--- config.mk ---
export PLATFORM = sky130hd
export DESIGN_NAME = dmem_bus_arbiter
export DESIGN_NICKNAME = d
export VERILOG_FILES = /design/src/rtl/arb_pkg.sv /design/src/rtl/arb_wait_counter.sv /design/src/rtl/dmem_bus_arbiter.sv
export SDC_FILE = /design/constraint.sdc
export NUM_CORES = 1
export LEC_CHECK = 0
export ABC_AREA = 1
export CORE_AREA = 2 2 116 118
export CTS_BUF_LIST = sky130_fd_sc_hd__clkbuf_4 sky130_fd_sc_hd__clkbuf_8
export DETAILED_ROUTE_END_ITERATION = 6
export DIE_AREA = 0 0 118 120
export PLACE_DENSITY = 0.69
export SKIP_LAST_GASP = 1
export SLEW_MARGIN = 20
export SYNTH_ARGS = -nofsm -noshare
export SYNTH_HDL_FRONTEND = slang
export SYNTH_SLANG_ARGS = --single-unit
--- constraint.sdc ---
create_clock -name clk -period 1.7 [get_ports clk]
set_input_delay 0.17 -clock clk [delete_from_list [all_inputs] [get_ports clk]]
set_output_delay 0.17 -clock clk [all_outputs]
set_load 0.05 [all_outputs]
--- src/rtl/arb_pkg.sv ---
// Shared definitions for the data-memory bus arbiter.
//   arb_state_t : FSM state, which is the owner of the previous cycle
//   owner_t     : combinational bus owner for the current cycle
//   MAX_WAIT_DEF: default number of refusals before a DMA request is forced in
//   WAIT_W      : width of the DMA wait counter (MAX_WAIT is limited to 1..15)
package arb_pkg;

   localparam int MAX_WAIT_DEF = 4;
   localparam int WAIT_W       = 4;

   typedef enum logic [1:0] {
      ST_IDLE = 2'd0,
      ST_CPU  = 2'd1,
      ST_DMA  = 2'd2
   } arb_state_t;

   typedef enum logic [1:0] {
      OWN_NONE = 2'd0,
      OWN_CPU  = 2'd1,
      OWN_DMA  = 2'd2
   } owner_t;

   function automatic arb_state_t owner_to_state(input owner_t own);
      arb_state_t st;
      case (own)
         OWN_CPU: st = ST_CPU;
         OWN_DMA: st = ST_DMA;
         default: st = ST_IDLE;
      endcase
      return st;
   endfunction

endpackage

--- src/rtl/arb_wait_counter.sv ---
// Saturating up-counter with synchronous clear.
// Used as the DMA starvation counter and as the optional performance counters.
// Ports:
//   clk, reset : clock and synchronous active-high reset
//   clr        : synchronous clear (wins over inc)
//   inc        : count up by one unless already at MAX
//   count      : current value
//   sat        : count == MAX
module arb_wait_counter
   import arb_pkg::*;
#(
   parameter int           W   = WAIT_W,
   parameter logic [W-1:0] MAX = '1
) (
   input  logic         clk,
   input  logic         reset,
   input  logic         clr,
   input  logic         inc,
   output logic [W-1:0] count,
   output logic         sat
);

   assign sat = (count == MAX);

   always_ff @(posedge clk) begin
      if (reset || clr) begin
         count <= '0;
      end else if (inc && !sat) begin
         count <= count + W'(1);
      end
   end

endmodule

--- src/rtl/dmem_bus_arbiter.sv ---
// Arbiter sharing the data-memory/peripheral bus between the CPU MEM stage and
// a secondary DMA master. One owner per cycle; the CPU normally wins, but a
// DMA request refused MAX_WAIT times in a row is forced onto the bus.
// Optional build macro ARB_PERF_CNT_EN adds saturating perf counters.
// Ports:
//   clk, reset                    : clock, synchronous active-high reset
//   cpu_rd/wr/addr/wdata          : MEM-stage access request
//   cpu_rdata, cpu_stall          : load data (zero latency) and pipeline stall
//   dma_req/we/addr/wdata         : DMA request, held until dma_gnt
//   dma_gnt                       : DMA owns the bus this cycle (combinational)
//   dma_rdata, dma_rvalid         : registered DMA read data and its pulse
//   bus_addr/rd/wr/wdata/rdata    : bus side
//   perf_stall_cnt/perf_force_cnt : (ARB_PERF_CNT_EN) CPU stall cycles, forced grants
//   state                         : debug view of the FSM (previous-cycle owner)
// Handshake: dma_req is a request held high until the cycle dma_gnt is seen
// high; that cycle is the transfer. A read returns data on dma_rdata with
// dma_rvalid high in the following cycle. The CPU side has no handshake:
// cpu_stall high means the access did not happen and is presented again.
module dmem_bus_arbiter
   import arb_pkg::*;
#(
   parameter int MAX_WAIT = MAX_WAIT_DEF,
   parameter int CNT_W    = 16
) (
   input  logic              clk,
   input  logic              reset,
   input  logic              cpu_rd,
   input  logic              cpu_wr,
   input  logic [31:0]       cpu_addr,
   input  logic [31:0]       cpu_wdata,
   output logic [31:0]       cpu_rdata,
   output logic              cpu_stall,
   input  logic              dma_req,
   input  logic              dma_we,
   input  logic [31:0]       dma_addr,
   input  logic [31:0]       dma_wdata,
   output logic              dma_gnt,
   output logic [31:0]       dma_rdata,
   output logic              dma_rvalid,
   output logic [31:0]       bus_addr,
   output logic              bus_rd,
   output logic              bus_wr,
   output logic [31:0]       bus_wdata,
   input  logic [31:0]       bus_rdata,
`ifdef ARB_PERF_CNT_EN
   output logic [CNT_W-1:0]  perf_stall_cnt,
   output logic [CNT_W-1:0]  perf_force_cnt,
`endif
   output arb_state_t        state
);

   logic              cpu_req;
   logic              force_dma;
   owner_t            owner;
   logic [WAIT_W-1:0] wait_cnt;
   logic              wait_sat;

   assign cpu_req   = cpu_rd | cpu_wr;
   assign force_dma = dma_req & wait_sat;

   // Reset forces NONE so nothing is written and nobody is stalled or granted.
   always_comb begin
      owner = OWN_NONE;
      if (reset)          owner = OWN_NONE;
      else if (force_dma) owner = OWN_DMA;
      else if (cpu_req)   owner = OWN_CPU;
      else if (dma_req)   owner = OWN_DMA;
   end

   assign dma_gnt   = (owner == OWN_DMA);
   assign cpu_stall = !reset && cpu_req && (owner != OWN_CPU);

   always_comb begin
      bus_rd    = 1'b0;
      bus_wr    = 1'b0;
      bus_addr  = '0;
      bus_wdata = '0;
      cpu_rdata = '0;
      case (owner)
         OWN_CPU: begin
            // rd and wr together pass straight through: the bus returns the
            // old word while the new one commits at the edge.
            bus_rd    = cpu_rd;
            bus_wr    = cpu_wr;
            bus_addr  = cpu_addr;
            bus_wdata = cpu_wdata;
            cpu_rdata = bus_rdata;
         end
         OWN_DMA: begin
            bus_rd    = !dma_we;
            bus_wr    = dma_we;
            bus_addr  = dma_addr;
            bus_wdata = dma_wdata;
         end
         default: ;
      endcase
   end

   // Starvation counter: counts consecutive refused cycles of a pending DMA.
   // Clearing on the grant is what lets the CPU win the cycle after a force.
   arb_wait_counter #(
      .W   (WAIT_W),
      .MAX (WAIT_W'(MAX_WAIT))
   ) u_wait (
      .clk   (clk),
      .reset (reset),
      .clr   (!dma_req || dma_gnt),
      .inc   (dma_req && !dma_gnt),
      .count (wait_cnt),
      .sat   (wait_sat)
   );

   always_ff @(posedge clk) begin
      if (reset) begin
         state      <= ST_IDLE;
         dma_rvalid <= 1'b0;
         dma_rdata  <= '0;
      end else begin
         state      <= owner_to_state(owner);
         dma_rvalid <= dma_gnt && !dma_we;
         if (dma_gnt && !dma_we) dma_rdata <= bus_rdata;
      end
   end

`ifdef ARB_PERF_CNT_EN
   logic stall_sat_unused;
   logic force_sat_unused;

   arb_wait_counter #(.W(CNT_W)) u_perf_stall (
      .clk   (clk),
      .reset (reset),
      .clr   (1'b0),
      .inc   (cpu_stall),
      .count (perf_stall_cnt),
      .sat   (stall_sat_unused)
   );

   arb_wait_counter #(.W(CNT_W)) u_perf_force (
      .clk   (clk),
      .reset (reset),
      .clr   (1'b0),
      .inc   (force_dma),
      .count (perf_force_cnt),
      .sat   (force_sat_unused)
   );
`endif

endmodule

== Word-level counts from Yosys, hierarchy flattened ==
Cells that the tools add are included.

* Bitwise operators: 2
* Add/sub/neg operators: 1
* Reductions and logical operators: 12
* Mux-type cells: 10
* Eq/ne operators: 4

{| class="wikitable"
|+ Operator list
! operator !! number
|-
| $pmux 32 s2 || 2
|-
| $mux 32 || 1
|-
| $mux 2 || 4
|-
| $logic_and 1x1->1 || 5
|-
| $logic_not 1->1 || 5
|-
| $add 4x1->4 const B || 1
|-
| $eq 4x3->1 const B || 1
|-
| $pmux 1 s2 || 2
|-
| $pmux 2 s2 || 1
|-
| $eq 2x1->1 const B || 1
|-
| $eq 2x2->1 const B || 1
|-
| $logic_or 1x1->1 || 2
|-
| $ne 2x1->1 const B || 1
|-
| $and 1x1->1 || 1
|-
| $or 1x1->1 || 1
|}

* Output and inout port bits: 135
* Flip-flop bits (word level): 39
* Input port bits: 166
* Logic and storage cells: 33

== Logic depth before layout (Yosys ltp) ==
Gate-level depths: netlist (run 1).

* Depth after elaboration: 8
* Gate-level depth with buffers: 14
* Gate-level depth less buffers: 14

== Hierarchy ==
A second synthesis (run 1) with hierarchy kept.

* Cells, all modules: 556
* Area, all modules: 3021.6 µm²

{| class="wikitable"
|+ By module, submodules not included
! module !! sequential area each (µm²) !! area each (µm²) !! times used !! cells each
|-
| dmem_bus_arbiter || 700.7 || 2778.9 || 1 || 520
|-
| arb_wait_counter || 80.1 || 242.7 || 1 || 36
|}

== Worst setup path before layout (run 1) ==
Ideal clock, no wire load.

* Kind: reg-to-output
* From: register u_wait.count[0]
* To: output bus_wdata[21]
* Slack: -1.206 ns
* Path buffers: 2
* Stages on the path, launching flop included: 12
* Data required time: 1.530 ns
* Arrival time: 2.736 ns
* Cells stage by stage: dfxtp_1 -> inv_1 -> ha_1 -> nand2_1 -> nor2_1 -> o21ai_0 -> inv_1 -> ha_1 -> buf_2 -> buf_2 -> nand2_1 -> a21oi_1

* Longest elaborated chain between the ends: 6
* Elaborated cells on any way between the ends: 7

{| class="wikitable"
|+ RTL lines
! what !! RTL line !! text
|-
| start, declared || arb_wait_counter.sv:19 || <nowiki>output logic [W-1:0] count,</nowiki>
|-
| start signal, assigned || arb_wait_counter.sv:29 || <nowiki>count <= count + W'(1);</nowiki>
|-
| $eq 4x3->1 || arb_wait_counter.sv:23 || <nowiki>assign sat = (count == MAX);</nowiki>
|-
| $and 1x1->1 || dmem_bus_arbiter.sv:59 || <nowiki>assign force_dma = dma_req & wait_sat;</nowiki>
|-
| $mux 2 || dmem_bus_arbiter.sv:65 || <nowiki>else if (force_dma) owner = OWN_DMA;</nowiki>
|-
| $mux 2 || dmem_bus_arbiter.sv:64 || <nowiki>if (reset) owner = OWN_NONE;</nowiki>
|-
| $eq 2x2->1 || -- ||
|-
| net dma_gnt || dmem_bus_arbiter.sv:37 || <nowiki>output logic dma_gnt,</nowiki>
|-
| $pmux 32 s2 || dmem_bus_arbiter.sv:79 || <nowiki>case (owner)</nowiki>
|-
| end, declared || dmem_bus_arbiter.sv:43 || <nowiki>output logic [31:0] bus_wdata,</nowiki>
|}

The timed path passes the listed nets, and every way through them passes these cells.

== Final worst setup path (run 1) ==
* From: register u_wait.count[1]
* To: output bus_addr[17]

* Longest elaborated chain between the ends: 6
* Elaborated cells on any way between the ends: 7

{| class="wikitable"
|+ RTL lines
! what !! RTL line !! text
|-
| $eq 4x3->1 (*) || arb_wait_counter.sv:23 ||
|-
| $and 1x1->1 (*) || dmem_bus_arbiter.sv:59 ||
|-
| $mux 2 (*) || dmem_bus_arbiter.sv:65 ||
|-
| $mux 2 (*) || dmem_bus_arbiter.sv:64 ||
|-
| $eq 2x2->1 or $eq 2x1->1 (tied branches) || dmem_bus_arbiter.sv:79 ||
|-
| $pmux 32 s2 (*) || dmem_bus_arbiter.sv:79 ||
|-
| end, declared || dmem_bus_arbiter.sv:40 || <nowiki>output logic [31:0] bus_addr,</nowiki>
|}

Mark *: on every way between the ends. The rest lies on a longest branch, timed or not.

==> run metrics, run 1 <==
Pleak=3.61 nW; n_diodes=0; RD Place Congestion=0.895; Fillers=919; largest net degree at the start of global routing=33; DRT Pass-1 Iters=4; crit path capture type=output pin; routed metal-1 wire length=5790 um; Tot GR Track Use=22.7%; Port Buffers=300; cell row count=42; post-layout util=71.0%; worst-margin pin slew=0.542 ns; Setup Crit Path Kind=flop to output pin; routed vias/inst=4.55; number of remaining DRC errors=0; cts hold-fix bufs=0; Worst Hold Class=flop to flop; final setup fails=139; clock power share=17.9%; internal cell power=0.00244 W; total power=0.00390 W; Fmax achieved=426 MHz; Worst Skew=0.00589 ns; met2 wire len=9140 um; Ports=301; Synth Net Count=655; Post-DP HPWL=12700 um; status=complete, but fails checks; nets=995; met3 WL=1390 um; register area share after synthesis=28.3%; via count=4548; Yosys reg bits=39; chip height=120 um; synthesized area per cell=5.71 sq um; H-tree levels=2; synth-to-layout area growth=234%; die extent in x=118 um; Starting Density=21.2%; Final Non-Filler Cells=1000; Root Buffer=clkbuf_8; synthesized instance count=483; crit-path max FO=32; Max Root-Sink Buffers=2; Final WS setup=-0.645 ns; share of layout cells above drive strength 1=46.1%; Power Dens Cells=423 nW/um^2; vias in the first global route=4919; first-pass GRT wire length=25600 um; Slew HR=63.7%; Core Box Area=13000 sq um; final slew viol count=0; DRT iter0 DRCs=173; area of the multi-input gates=2880 sq um; Final Hold Vio Count=0; Netlist cell types=22; reg2reg setup slack=-0.40 ns; die area=14200 sq um; Clock Sinks=39; Max Cap Viol=0; FF+latch area=783 sq um; period utilization=138%; CTS tree=done; Crit path required time=1.53 ns; Max VDD drop=0.333 mV; synth warn=0; RSZ-0062 raised after global routing=yes; sequential power share=24.0%; crit path DAT=2.18 ns; startpoint types=flop; CTS buffer count=5; Mapped Area=2760 sq um; switch share=37.5%; ANT nets after route=0; placed cell count=963; Psw=0.00146 W; Routed WL=16700 um; failing checks=setup timing; initial antenna violation count=0; post-detailed-route wirelength per cell=16.7 um; minimum clock period=2.35 ns; clock-pin transition on the worst setup and hold timing paths=0.07 ns; combinational share of power=58.1%; worst-skew pair later-pin latency=0.29 ns; setup TNS=-71.13 ns; GRT overflow=0; uppermost layer routed=met4
[cell usage in the layout, fill, tap and decap left out]
| cell type | n |
|---|---|
| clkdlybuf4s50_1 | 194 |
| buf_12 | 114 |
| nand2_1 | 104 |
| a21oi_4 | 66 |
| nor2_1 | 61 |
| nand2_4 | 59 |
| dfxtp_1 | 37 |
| buf_4 | 35 |
| clkinvlp_4 | 32 |
| o21ai_0 | 18 |
| o21ai_1 | 15 |
| nand2_2 | 12 |
| buf_6 | 10 |
| nor2_2 | 9 |
| inv_2 | 7 |
| clkbuf_8 | 7 |
| inv_1 | 6 |
| buf_16 | 6 |
| buf_8 | 5 |
| a21oi_1 | 3 |
| ha_4 | 3 |
| nand3_1 | 2 |
| ha_1 | 2 |
| clkbuf_16 | 2 |
| dfxtp_2 | 2 |
| nor2_4 | 1 |
| nand3_2 | 1 |
| o21ai_2 | 1 |
| inv_4 | 1 |
| nor2_8 | 1 |
| inv_6 | 1 |
| nor3_4 | 1 |
| a21oi_2 | 1 |
| nand4_1 | 1 |
| xor2_1 | 1 |
| ha_2 | 1 |
| clkbuf_4 | 1 |
| bufbuf_16 | 1 |
[critical path: stages, from the launching register on]
cell     delay [ns]
dfxtp_2        0.35
inv_2          0.05
ha_4           0.16
nand2_4        0.06
nor2_4         0.05
o21ai_2        0.24
ha_4           0.22
buf_12         0.12
buf_12         0.16
nand2_1        0.12
a21oi_4        0.18
buf_12         0.15
[through the flow]
| stage | hold slack [ns] | worst slack [ns] | area, sq um |
|---|---|---|---|
| after floorplan | 0.241 | -0.334 | 4220 |
| after global placement | 0.470 | -0.410 | 8410 |
| after detailed placement | 0.489 | -0.465 | 8410 |
| after CTS | 0.511 | -0.663 | 9120 |
| after global routing | 0.532 | -0.773 | 9220 |
| final | 0.503 | -0.645 | 9220 |
[cell type report]
cell class	instances	share of cell area (%)
multi-input cells	363	31.3
well taps	176	2.39
clock buffers	8	1.13
inverters	47	3.30
repair buffers	367	53.4
flip-flops and latches	39	8.50
[power groups by stage]
stage	Clock [W]	Sequential, W	Combinational [W]
after floorplan	0	0.00101	0.00101
after global placement	0	0.000957	0.00208
after detailed placement	0	0.000958	0.00211
after CTS	0.000716	0.000937	0.00226
after global routing	0.000758	0.000939	0.00236
final	0.000699	0.000938	0.00227
[state kept, by name, indices dropped and copies added (netlist names)]
name          cells
dma_rvalid        1
u_wait.count      4
dma_rdata        32
state             2
[synth_stat cells, drive strengths merged]
cell type	count	area share, %
a21oi	70	13
buf	33	7.5
clkbuf	1	0.14
dfxtp	39	28
ha	6	2.7
inv	47	6.6
nand2	175	24
nand3	3	0.54
nand4	1	0.23
nor2	72	11
nor3	1	0.18
o21ai	34	6.2
xor2	1	0.32
[layer usage]
layer / up-vias / global-route usage, %
li1: 2173 / -
met1: 2098 / 22.8
met2: 244 / 44.3
met3: 33 / 7.03
met4: 0 / 7.23
met5: - / 0
[worst paths after layout]
kind,depth (start not counted),endpoint,startpoint
min reg2reg,2,dma_rdata[14]$_SDFFE_PP0P_,dma_rdata[14]$_SDFFE_PP0P_
max,11,bus_addr[17],u_wait.count[1]$_SDFFE_PP0P_
max reg2reg,15,dma_rdata[5]$_SDFFE_PP0P_,u_wait.count[1]$_SDFFE_PP0P_
min,2,dma_rdata[14]$_SDFFE_PP0P_,dma_rdata[14]$_SDFFE_PP0P_
[cells by family after synthesis]
kind of cell / count (synthesis) / share of synthesized area (%)
compound gates: 104 / 19.0
fa+ha+maj: 6 / 2.72
buf+inv: 81 / 14.2
xor+xnor: 1 / 0.318
simple gates: 252 / 35.4
flops: 39 / 28.3
[what timing repair did]
| item | 4_1_cts | 5_1_grt |
|---|---|---|
| pin swaps | 32 | 21 |
| cloned | 7 | 3 |
| endpoints found under the hold margin | 0 | 0 |
| resized for setup | 67 | 25 |
| setup endpoints to repair | 136 | 138 |
| buffers inserted | 18 | 3 |
Power figures use the tool's default switching activity.
==> run 2: changes to the inputs <==
--- a/config.mk
+++ b/config.mk
@@ -8,6 +8,7 @@
 export ABC_AREA = 1
 export CORE_AREA = 2 2 116 118
 export CTS_BUF_LIST = sky130_fd_sc_hd__clkbuf_4 sky130_fd_sc_hd__clkbuf_8
+export CTS_CLUSTER_SIZE = 8
 export DETAILED_ROUTE_END_ITERATION = 6
 export DIE_AREA = 0 0 118 120
 export PLACE_DENSITY = 0.69
==> results of run 2 <==
Same layout as run 1: the final DEF is identical, and so are final timing and power.
